[src/rtl/flag_pkg.sv]
// Shared types and constants for the flag stack unit: op encodings, flag indices and
// the stack occupancy-counter width helper.
package flag_pkg;

  typedef enum logic [2:0] {
    OpNop    = 3'b000,
    OpSet    = 3'b001,
    OpClr    = 3'b010,
    OpLoad   = 3'b011,
    OpPush   = 3'b100,
    OpPop    = 3'b101,
    OpToggle = 3'b110,
    OpLoadm  = 3'b111
  } flag_op_t;

  localparam int unsigned FLAG_Z = 0;
  localparam int unsigned FLAG_N = 1;
  localparam int unsigned FLAG_C = 2;
  localparam int unsigned FLAG_V = 3;

  // Occupancy runs 0..depth inclusive, so it needs one more code than depth.
  function automatic int unsigned cnt_w(input int unsigned depth);
    return $clog2(depth + 1);
  endfunction

endpackage

[src/rtl/flag_stack_unit_if.sv]
// Command/status bundle for flag_stack_unit: the master drives commands, the slave
// returns the registered flags and stack status.
interface flag_stack_unit_if #(
  parameter int unsigned WIDTH = 8
);
  import flag_pkg::*;

  flag_op_t                    op;
  logic [WIDTH-1:0]            f;
  logic [WIDTH-1:0]            m;
  logic [$clog2(WIDTH)-1:0]    idx;
  logic [WIDTH-1:0]            q;
  logic                        empty;
  logic                        full;
  logic                        err;

  modport master (
    output op, f, m, idx,
    input  q, empty, full, err
  );

  modport slave (
    input  op, f, m, idx,
    output q, empty, full, err
  );

endinterface

[src/rtl/flag_lifo.sv]
// Save/restore stack for the flag register. Callers must not push when full or pop
// when empty; dout always presents the top entry.
module flag_lifo
  import flag_pkg::*;
#(
  parameter int unsigned WIDTH = 8,
  parameter int unsigned DEPTH = 4
) (
  input  logic                    clk,
  input  logic                    reset,
  input  logic                    push,
  input  logic                    pop,
  input  logic [WIDTH-1:0]        din,
  output logic [WIDTH-1:0]        dout,
  output logic [cnt_w(DEPTH)-1:0] count
);

  localparam int unsigned CW = cnt_w(DEPTH);
  localparam int unsigned AW = (DEPTH > 1) ? $clog2(DEPTH) : 1;
  // A depth-1 stack still gets a 1-bit pointer; the spare entry is never written.
  localparam int unsigned MD = (DEPTH > 1) ? DEPTH : 2;

  logic [WIDTH-1:0] mem [MD];
  logic [CW-1:0]    count_q;
  logic [AW-1:0]    wr_ptr;
  logic [AW-1:0]    rd_ptr;

  assign wr_ptr = AW'(count_q);
  assign rd_ptr = AW'(count_q - CW'(1));
  assign dout   = mem[rd_ptr];
  assign count  = count_q;

  always_ff @(posedge clk) begin
    if (reset) begin
      count_q <= '0;
    end else if (push) begin
      count_q <= count_q + CW'(1);
    end else if (pop) begin
      count_q <= count_q - CW'(1);
    end
  end

  // Storage is deliberately not reset; only the occupancy count is.
  always_ff @(posedge clk) begin
    if (push && !reset) begin
      mem[wr_ptr] <= din;
    end
  end

endmodule

[src/rtl/flag_stack_unit.sv]
// Flag register with bit/bulk update commands and a LIFO save/restore stack.
// Define FLAG_STACK_ERR_EN to get a one-cycle err pulse on dropped PUSH/POP.
module flag_stack_unit
  import flag_pkg::*;
#(
  parameter int unsigned WIDTH = 8,
  parameter int unsigned DEPTH = 4
) (
  input logic               clk,
  input logic               reset,
  flag_stack_unit_if.slave  bus
);

  localparam int unsigned CW = cnt_w(DEPTH);

  logic [WIDTH-1:0] q_q;
  logic [WIDTH-1:0] q_d;
  logic [WIDTH-1:0] bit_mask;
  logic [WIDTH-1:0] dout;
  logic [CW-1:0]    count;
  logic             empty;
  logic             full;
  logic             push_ok;
  logic             pop_ok;

  assign empty = (count == '0);
  assign full  = (count == CW'(DEPTH));

  // An idx past the top bit shifts the one out, so SET/CLR/TOGGLE become no-ops.
  assign bit_mask = WIDTH'(1) << bus.idx;

  always_comb begin
    q_d     = q_q;
    push_ok = 1'b0;
    pop_ok  = 1'b0;
    case (bus.op)
      OpSet:    q_d = q_q | bit_mask;
      OpClr:    q_d = q_q & ~bit_mask;
      OpToggle: q_d = q_q ^ bit_mask;
      OpLoad:   q_d = bus.f;
      OpLoadm:  q_d = (q_q & ~bus.m) | (bus.f & bus.m);
      OpPush:   push_ok = !full;
      OpPop: begin
        if (!empty) begin
          pop_ok = 1'b1;
          q_d    = dout;
        end
      end
      default: ;
    endcase
  end

  always_ff @(posedge clk) begin
    if (reset) begin
      q_q <= '0;
    end else begin
      q_q <= q_d;
    end
  end

  flag_lifo #(
    .WIDTH (WIDTH),
    .DEPTH (DEPTH)
  ) u_lifo (
    .clk   (clk),
    .reset (reset),
    .push  (push_ok),
    .pop   (pop_ok),
    .din   (q_q),
    .dout  (dout),
    .count (count)
  );

`ifdef FLAG_STACK_ERR_EN
  logic err_q;

  always_ff @(posedge clk) begin
    if (reset) begin
      err_q <= 1'b0;
    end else begin
      err_q <= ((bus.op == OpPush) && full) || ((bus.op == OpPop) && empty);
    end
  end

  assign bus.err = err_q;
`else
  assign bus.err = 1'b0;
`endif

  assign bus.q     = q_q;
  assign bus.empty = empty;
  assign bus.full  = full;

endmodule

[src/flat_wrapper.sv]
// flat-port wrapper written by rule: the top's interface ports become plain ports
module flag_stack_unit_flat import flag_pkg::*;
#(
  parameter int unsigned WIDTH = 8,
  parameter int unsigned DEPTH = 4
)
  (clk, reset, bus_op, bus_f, bus_m, bus_idx, bus_q, bus_empty, bus_full, bus_err);
  flag_stack_unit_if #(.WIDTH(WIDTH)) bus_i ();
  input logic clk;
  input logic reset;
  input wire logic [$bits(bus_i.op)-1:0] bus_op;
  input wire logic [$bits(bus_i.f)-1:0] bus_f;
  input wire logic [$bits(bus_i.m)-1:0] bus_m;
  input wire logic [$bits(bus_i.idx)-1:0] bus_idx;
  output wire logic [$bits(bus_i.q)-1:0] bus_q;
  output wire logic [$bits(bus_i.empty)-1:0] bus_empty;
  output wire logic [$bits(bus_i.full)-1:0] bus_full;
  output wire logic [$bits(bus_i.err)-1:0] bus_err;
  assign bus_i.op = bus_op;
  assign bus_i.f = bus_f;
  assign bus_i.m = bus_m;
  assign bus_i.idx = bus_idx;
  assign bus_q = bus_i.q;
  assign bus_empty = bus_i.empty;
  assign bus_full = bus_i.full;
  assign bus_err = bus_i.err;
  flag_stack_unit #(.WIDTH(WIDTH), .DEPTH(DEPTH)) u_core (.clk(clk), .reset(reset), .bus(bus_i));
endmodule
[config.mk]
export PLATFORM = sky130hd
export DESIGN_NAME = flag_stack_unit_flat
export DESIGN_NICKNAME = d
export VERILOG_FILES = /design/src/rtl/flag_pkg.sv /design/src/rtl/flag_stack_unit_if.sv /design/src/rtl/flag_lifo.sv /design/src/rtl/flag_stack_unit.sv /design/src/flat_wrapper.sv
export SDC_FILE = /design/constraint.sdc
export NUM_CORES = 1
export LEC_CHECK = 0
export ABC_CLOCK_PERIOD_IN_PS = 2100
export CORE_MARGIN = 4
export CORE_UTILIZATION = 49
export CTS_CLUSTER_SIZE = 8
export DETAILED_ROUTE_END_ITERATION = 6
export GPL_TIMING_DRIVEN = 0
export PLACE_DENSITY = 0.88
export SLEW_MARGIN = 20
export SYNTH_ARGS = -nofsm -noshare
export SYNTH_HDL_FRONTEND = slang
export SYNTH_HIERARCHICAL = 1
export SYNTH_SLANG_ARGS = --single-unit
[constraint.sdc]
create_clock -name clk -period 2.1 [get_ports clk]
set_clock_uncertainty 0.05 [all_clocks]
set_input_delay 0.525 -clock clk [delete_from_list [all_inputs] [get_ports clk]]
set_output_delay 0.525 -clock clk [all_outputs]
set_load 0.005 [all_outputs]
==> flow_metrics.tcl <==
set metrics [dict create \
    outcome "finished, violations left" \
    violations "negative setup slack" \
    post-dp-hpwl_um 4030 \
    synth_compound_area_share_pct 11.3 \
    start_kind "register" \
    cpPeakStageDelay_ns 0.39 \
    path_class "register to register" \
    dpl_cell_area_sq_mm 0.00293 \
    synthTopCellsByArea "edfxtp_1, ha_1, dfxtp_1, mux4_2, mux2i_1" \
    ir_worst_vdd_v 0.000418 \
    synth.top_cell.area_share_pct 38.2 \
    ys_seq_area_share_pct 47.0 \
    critical_path_required_ns 2.22 \
    nNetsFinal 296 \
    timing.final.hold_violations 0 \
    path_buf_inv 3 \
    setup_ws_ns -0.0167 \
    root_buffer "clkbuf_8" \
    preCtsSetupSlack_ns -0.861 \
    avgSynthCellArea_sq_um 12.5 \
    drt_iter0_drc 117 \
    worstPathCellList "buf_12, inv_6, ha_4, buf_4, mux4_2, nand2b_1, a32oi_1, o311ai_1, o31ai_1" \
    fp.dieW_um 79.6 \
    fmax_mhz 472 \
    synth_area_sq_mm 0.00251 \
    wirelength_um 6070 \
    synth_top_family_by_area "multiplexers" \
    synthAdderAreaFrac_pct 9.96 \
    fin_crit_ns 2.12 \
    rows 25 \
    dp_cells 301 \
    dieArea_sq_mm 0.00634 \
    wl_per_cell_um 19.0 \
    start_util_pct 51.8 \
    synth_mux_area_share_pct 13.5 \
    clk_latency_ns 0.29 \
    antenna_found_initial 0 \
    cts_buffers 5 \
    gp_congestion 0.838 \
    crit_family "compound AO/OA/AOI/OAI gates" \
    cts.sinks 43 \
    critPathCaptureType "register" \
    cap_violations 0 \
    fin_crit_sh_pct 101 \
    synth_xor_area_share_pct 0.349 \
    htree_levels 2 \
    rsz0062_at_grt "yes" \
    worst-r2r-setup-slack_ns -0.02 \
    synth_edf_count 32 \
    grt_max_degree 14 \
    power.density_mw_per_mm2 680 \
    p_leak_nw 1.21 \
    drtAntennaViolNets 0 \
    die_h_um 79.6 \
    synth_common_cells "edfxtp_1, ha_1, mux2i_1, nand2b_1, nor2_1" \
    fin_total_pwr_w 0.00220 \
    crit_fanout 4 \
    firstDrtPassIters 4 \
    cp.arrival_ns 2.23 \
    via_per_inst 5.84 \
    maxSlewViolCount 0 \
    synth_most_common_cell "edfxtp_1" \
    port_buffers 33 \
    path_clk_slew_ns 0.08 \
    track_usage_pct 19.9 \
    grt_pass1_vias 1746 \
    grt_pass1_wl_um 9390 \
    num_vias 1870 \
    synthDistinctLibCells 39 \
    yosys_register_bits 43 \
    crit_slowest_cell "dfxtp_4" \
    synth_cells 201 \
    final_layout_size_suffix_gt1_share_pct 22.5 \
    min_path_type "register to register" \
    synth_largest_area_cell "edfxtp_1" \
    cts_hold_buf 0 \
    setup_viol 1 \
    design_area_sq_mm 0.00323 \
    instances_no_fill 320 \
    cts_buffer_depth 2 \
    synthArstFlopShare_pct 0 \
    drc 0 \
    synth-simple-area-share_pct 13.1 \
    ys.flop_type "edfxtp_1" \
    overflow 0 \
    num_antenna_cells 0 \
    cts_tree "built" \
    final_util_pct 66.6 \
    yosys_warnings 6 \
    area_growth_pct 28.5 \
    syn_nets 245 \
    ios 35 \
    coreArea_sq_mm 0.00485 \
]
## layer usage
metal / routed length, um / GRT usage (%)
met5: 0 / 0
met4: 127 / 7.73
met1: 2530 / 25.8
met2: 3060 / 34.0
met3: 355 / 2.37
## flip-flops by register name, summed over array words and instances, names as in the netlist
name and count:
u_core/u_lifo/mem 32, u_core/bus.q 8, u_core/u_lifo/count 3
## layout make-up
cell class | count | area (sq um)
Buffer | 10 | 80.1
Inverter | 11 | 46.3
Multi-Input combinational cell | 136 | 1280
Clock buffer | 6 | 72.6
Fill cell | 343 | 1620
Tap cell | 67 | 83.8
Timing Repair Buffer | 45 | 419
Clock inverter | 2 | 60.1
Sequential cell | 43 | 1190
## logic make-up (layout without fill, tap and decap cells)
| kind of cell | Yosys count | after routing |
|---|---|---|
| mux | 24 | 24 |
| flops | 43 | 43 |
| xor+xnor | 1 | 1 |
| compound gates | 36 | 36 |
| other cells | 1 | 1 |
| fa+ha+maj | 20 | 20 |
| simple gates | 54 | 54 |
| buf+inv | 22 | 74 |
## per-stage QoR
stage,hold WS (ns),setup TNS [ns]
5_1_grt,0.560,-0.0202
4_1_cts,0.531,0
3_3_place_gp,0.517,-27.34
2_1_floorplan,0.488,0
3_5_place_dp,0.529,-30.51
6_report,0.530,-0.0167
## worst register-to-register path, stage by stage (launching register included)
cell,delay [ns]
dfxtp_4,0.39
buf_12,0.11
inv_6,0.04
ha_4,0.29
buf_4,0.13
mux4_2,0.32
nand2b_1,0.10
a32oi_1,0.10
o311ai_1,0.33
o31ai_1,0.13
## where the power goes
part / internal, W / total [W] / switching [W]
combinational: 0.000243 / 0.000451 / 0.000209
sequential: 0.000950 / 0.000999 / 0.0000491
clock: 0.000475 / 0.000747 / 0.000272
total: 0.00167 / 0.00220 / 0.000530
## what timing repair did
action                     4_1_cts  5_1_grt
pin swaps                        4        5
resized for setup               30       15
setup endpoints to repair       44        9
gates cloned                     0        0
buffers inserted                 9        3
## cell usage in the layout, fill, tap and decap left out, types with 3 or more instances in the layout
| master | synthesis | final |
|---|---|---|
| edfxtp_1 | 32 | 32 |
| clkdlybuf4s50_1 | 0 | 26 |
| ha_1 | 20 | 19 |
| mux2i_1 | 16 | 16 |
| nand2b_1 | 16 | 16 |
| nor2_1 | 13 | 13 |
| buf_4 | 3 | 13 |
| inv_1 | 11 | 10 |
| dfxtp_1 | 11 | 9 |
| a32oi_1 | 8 | 8 |
| a21oi_1 | 8 | 8 |
| o311ai_1 | 8 | 8 |
| o31ai_1 | 8 | 8 |
| mux4_2 | 8 | 8 |
| clkbuf_8 | 0 | 5 |
| clkbuf_2 | 1 | 5 |
| buf_6 | 2 | 4 |
| and2_4 | 0 | 4 |
| nand3b_1 | 3 | 3 |
## worst paths after layout
| path | from | endpoint | depth (start not counted) |
|---|---|---|---|
| hold / removal | u_core/bus.q[2]$_SDFFE_PP0P_ | u_core/u_lifo/mem[1][2]$_DFFE_PP_ | 0 |
| setup reg to reg | u_core/u_lifo/count[0]$_SDFFE_PP0P_ | u_core/bus.q[2]$_SDFFE_PP0P_ | 9 |
| setup / recovery | u_core/u_lifo/count[0]$_SDFFE_PP0P_ | u_core/bus.q[2]$_SDFFE_PP0P_ | 9 |
| hold reg to reg | u_core/bus.q[2]$_SDFFE_PP0P_ | u_core/u_lifo/mem[1][2]$_DFFE_PP_ | 0 |
No activity file was read; power rests on OpenSTA's default activity.
==> RTL edit: new RTL, same flow settings <==
`DEPTH` is set to 4 in 3 places; all go to 8.
--- a/src/rtl/flag_lifo.sv
+++ b/src/rtl/flag_lifo.sv
@@ -4,7 +4,7 @@
   import flag_pkg::*;
 #(
   parameter int unsigned WIDTH = 8,
-  parameter int unsigned DEPTH = 4
+  parameter int unsigned DEPTH = 8
 ) (
   input  logic                    clk,
   input  logic                    reset,
--- a/src/rtl/flag_stack_unit.sv
+++ b/src/rtl/flag_stack_unit.sv
@@ -4,7 +4,7 @@
   import flag_pkg::*;
 #(
   parameter int unsigned WIDTH = 8,
-  parameter int unsigned DEPTH = 4
+  parameter int unsigned DEPTH = 8
 ) (
   input logic               clk,
   input logic               reset,
--- a/src/flat_wrapper.sv
+++ b/src/flat_wrapper.sv
@@ -2,7 +2,7 @@
 module flag_stack_unit_flat import flag_pkg::*;
 #(
   parameter int unsigned WIDTH = 8,
-  parameter int unsigned DEPTH = 4
+  parameter int unsigned DEPTH = 8
 )
   (clk, reset, bus_op, bus_f, bus_m, bus_idx, bus_q, bus_empty, bus_full, bus_err);
   flag_stack_unit_if #(.WIDTH(WIDTH)) bus_i ();
Behaviour: not the same (a bounded check fails within 10 cycles, from zero or initial values and one cycle with reset high).
==> RTL edit against the original RTL <==
  * Combinational power grew 52%
  * The flow still finishes with violations (setup timing)
  * Design area grew 55%
  * Global-route usage grew 1.4 points
  * Total power grew 63%
  * Setup slack lost 0.43 ns
  * Critical endpoint is now u_core/bus.q[0]
  * Routed wire length grew 58%
  * Sequential cell count grew 33
  * Area after synthesis grew 54%
==> RTL edit: results (changes against the original RTL) <==
grt_pass1_vias: 2797  # was 1,746
drt_iter0_drc: 193  # was 117
violations: "setup timing"  # unchanged
crit_arrival_ns: 2.74  # was 2.23 ns
synthArstFlopShare_pct: 0  # unchanged
synth_nets: 307  # was 245
grt_usage_pct: 21.34  # was 19.91%
cts-root-buf: "clkbuf_8"  # unchanged
regMostFlops: "u_core/u_lifo/mem"  # unchanged
netlist_top_cells_area: "edfxtp_1 (50%), mux4_2 (8.1%), dfxtp_1 (6.2%)"  # was edfxtp_1 (38%), ha_1 (10%), dfxtp_1 (8.8%)
cts_buffers: 9  # was 5
tightest_slew_ns: 0.8352
post_drt_wl_per_cell_um: 21.70  # was 18.95 µm
worstPathMaxFanout: 5  # was 4
yosysWarnings: 6  # unchanged
htreeDepth: 3  # was 2
dp_hpwl_mm: 5.955  # was 4.027 mm
synth-seq-area-share_pct: 55.71  # was 47.01%
grt_pass1_wl_mm: 15.18  # was 9.390 mm
crit_end: "u_core/bus.q[0]"  # was u_core/bus.q[2]
port_buffers: 33  # unchanged
gp_congestion: 0.8562  # was 0.8380
hold_class: "flop to flop"  # unchanged
startpoint: "u_core/u_lifo/count[0]"  # unchanged
outcome: "finished with violations"  # unchanged
cp_slowest_cell: "dfxtp_4"  # unchanged
drive_above_1_share_pct: 32.74  # was 22.53%
cpPeakStageDelay_ns: 0.39  # about the same
cts_buffer_depth: 2  # unchanged
setup_viol: 32  # was 1
irDropWorstVdd_mv: 0.4707  # was 0.4175 mV
synth.distinct_cells: 41  # was 39
largest_reg_flops: 64  # was 32
power_leakage_nw: 1.807  # was 1.209 nW
final_net_count: 376  # was 296
ys.flop_type: "edfxtp_1"  # unchanged
dpl_cell_area_um2: 4457  # was 2934 µm²
grt_max_degree: 15  # was 14
dr.pass1.iters: 5  # was 4
synth_edf_count: 64  # was 32
ys_top_cells_by_count: "edfxtp_1 (64), nor2_1 (20), ha_1 (18), mux2i_1 (16), nand2b_1 (16)"  # was edfxtp_1 (32), ha_1 (20), mux2i_1 (16), nand2b_1 (16), nor2_1 (13)
clk_latency_ns: 0.35  # was 0.29 ns
cts.clk_slew.worst_paths_ns: 0.09
vias: 2649  # was 1,870
antenna_cells: 0  # unchanged
fillCellCount: 519  # was 343
setup_ws_ns: -0.4479  # was -0.01673 ns
reg2reg_depth: 10  # was 9
grt_antenna_before_repair: 0  # unchanged
==> RTL edit: kinds of logic after synthesis <==
logic type | Yosys count | share of synthesized area, %
flip-flops | 76 | 55.71
AO/OA/AOI/OAI | 23 | 5.706
multiplexers | 41 | 16.99
other | 1 | 0.09662
adder cells (fa/ha/maj) | 18 | 5.803
buffers and inverters | 22 | 2.805
AND/OR/NAND/NOR | 82 | 11.96
XOR/XNOR | 2 | 0.9350
==> RTL edit: repair_timing <==
item	CTS	global route
resized for setup	34	9
hold buffers	0	0
setup endpoints to repair	83	75
buffers inserted	25	0
pin swaps	10	4
cloned	1	0
==> RTL edit: worst min-delay path by stage <==
stage                           startpoint  slack, ns                      end  depth (start not counted)
CTS                        u_core/bus.q[3]       0.53  u_core/u_lifo/mem[0][3]                          0
global placement    u_core/u_lifo/count[3]       0.54   u_core/u_lifo/count[3]                          2
global route               u_core/bus.q[3]       0.54  u_core/u_lifo/mem[1][3]                          0
detailed placement  u_core/u_lifo/count[3]       0.56   u_core/u_lifo/count[3]                          2
floorplan           u_core/u_lifo/count[3]       0.53   u_core/u_lifo/count[3]                          2
finish                     u_core/bus.q[0]       0.54  u_core/u_lifo/mem[1][0]                          0
==> RTL edit: metal layers <==
layer	GRT usage (%)	share of wire, %	vias to the layer above
met4	8.423	3.1	0
met3	5.552	6.9	25
met5	0	0	-
met1	26.54	38	1349
li1	-	-	1159
met2	35.62	52	116
==> RTL edit: layout make-up <==
class,instances,area [µm²],share of cell area (%)
timing repair buffer,59,605.6,12.08
sequential,76,2181,43.51
tap,102,127.6,2.546
multi-input combinational,167,1728,34.47
clock buffer,9,123.9,2.471
clock inverter,7,75.07,1.498
buffer,10,122.6,2.446
inverter,11,48.80,0.9735
==> RTL edit: critical path: cells and delay by family, from the launching register on <==
kind            cells  cell delay (ns)
simple gates        2             0.44
fa+ha+maj           1             0.31
buf+inv             3             0.27
flops               1             0.39
compound gates      2             0.38
mux                 2             0.59
==> RTL edit: where the power goes <==
group	total, mW	internal (mW)	switching, mW	leakage (nW)
clock network	1.12	0.555	0.569	0.0939
logic	0.685	0.383	0.302	1.02
registers	1.76	1.69	0.0751	0.695
==> RTL edit: through the flow <==
step	setup TNS [ns]	instances	worst slack [ns]	utilization, %	hold WS [ns]
6_report	-4.006	441	-0.4479	64.86	0.5354
5_1_grt	-7.632	441	-0.4538	64.86	0.5410
4_1_cts	-3.122	441	-0.3987	64.36	0.5292
3_5_place_dp	-73.33	400	-1.173	57.67	0.5591
3_3_place_gp	-71.58	400	-1.356	57.61	0.5367
2_1_floorplan	-5.531	265	-0.3936	-	0.5261
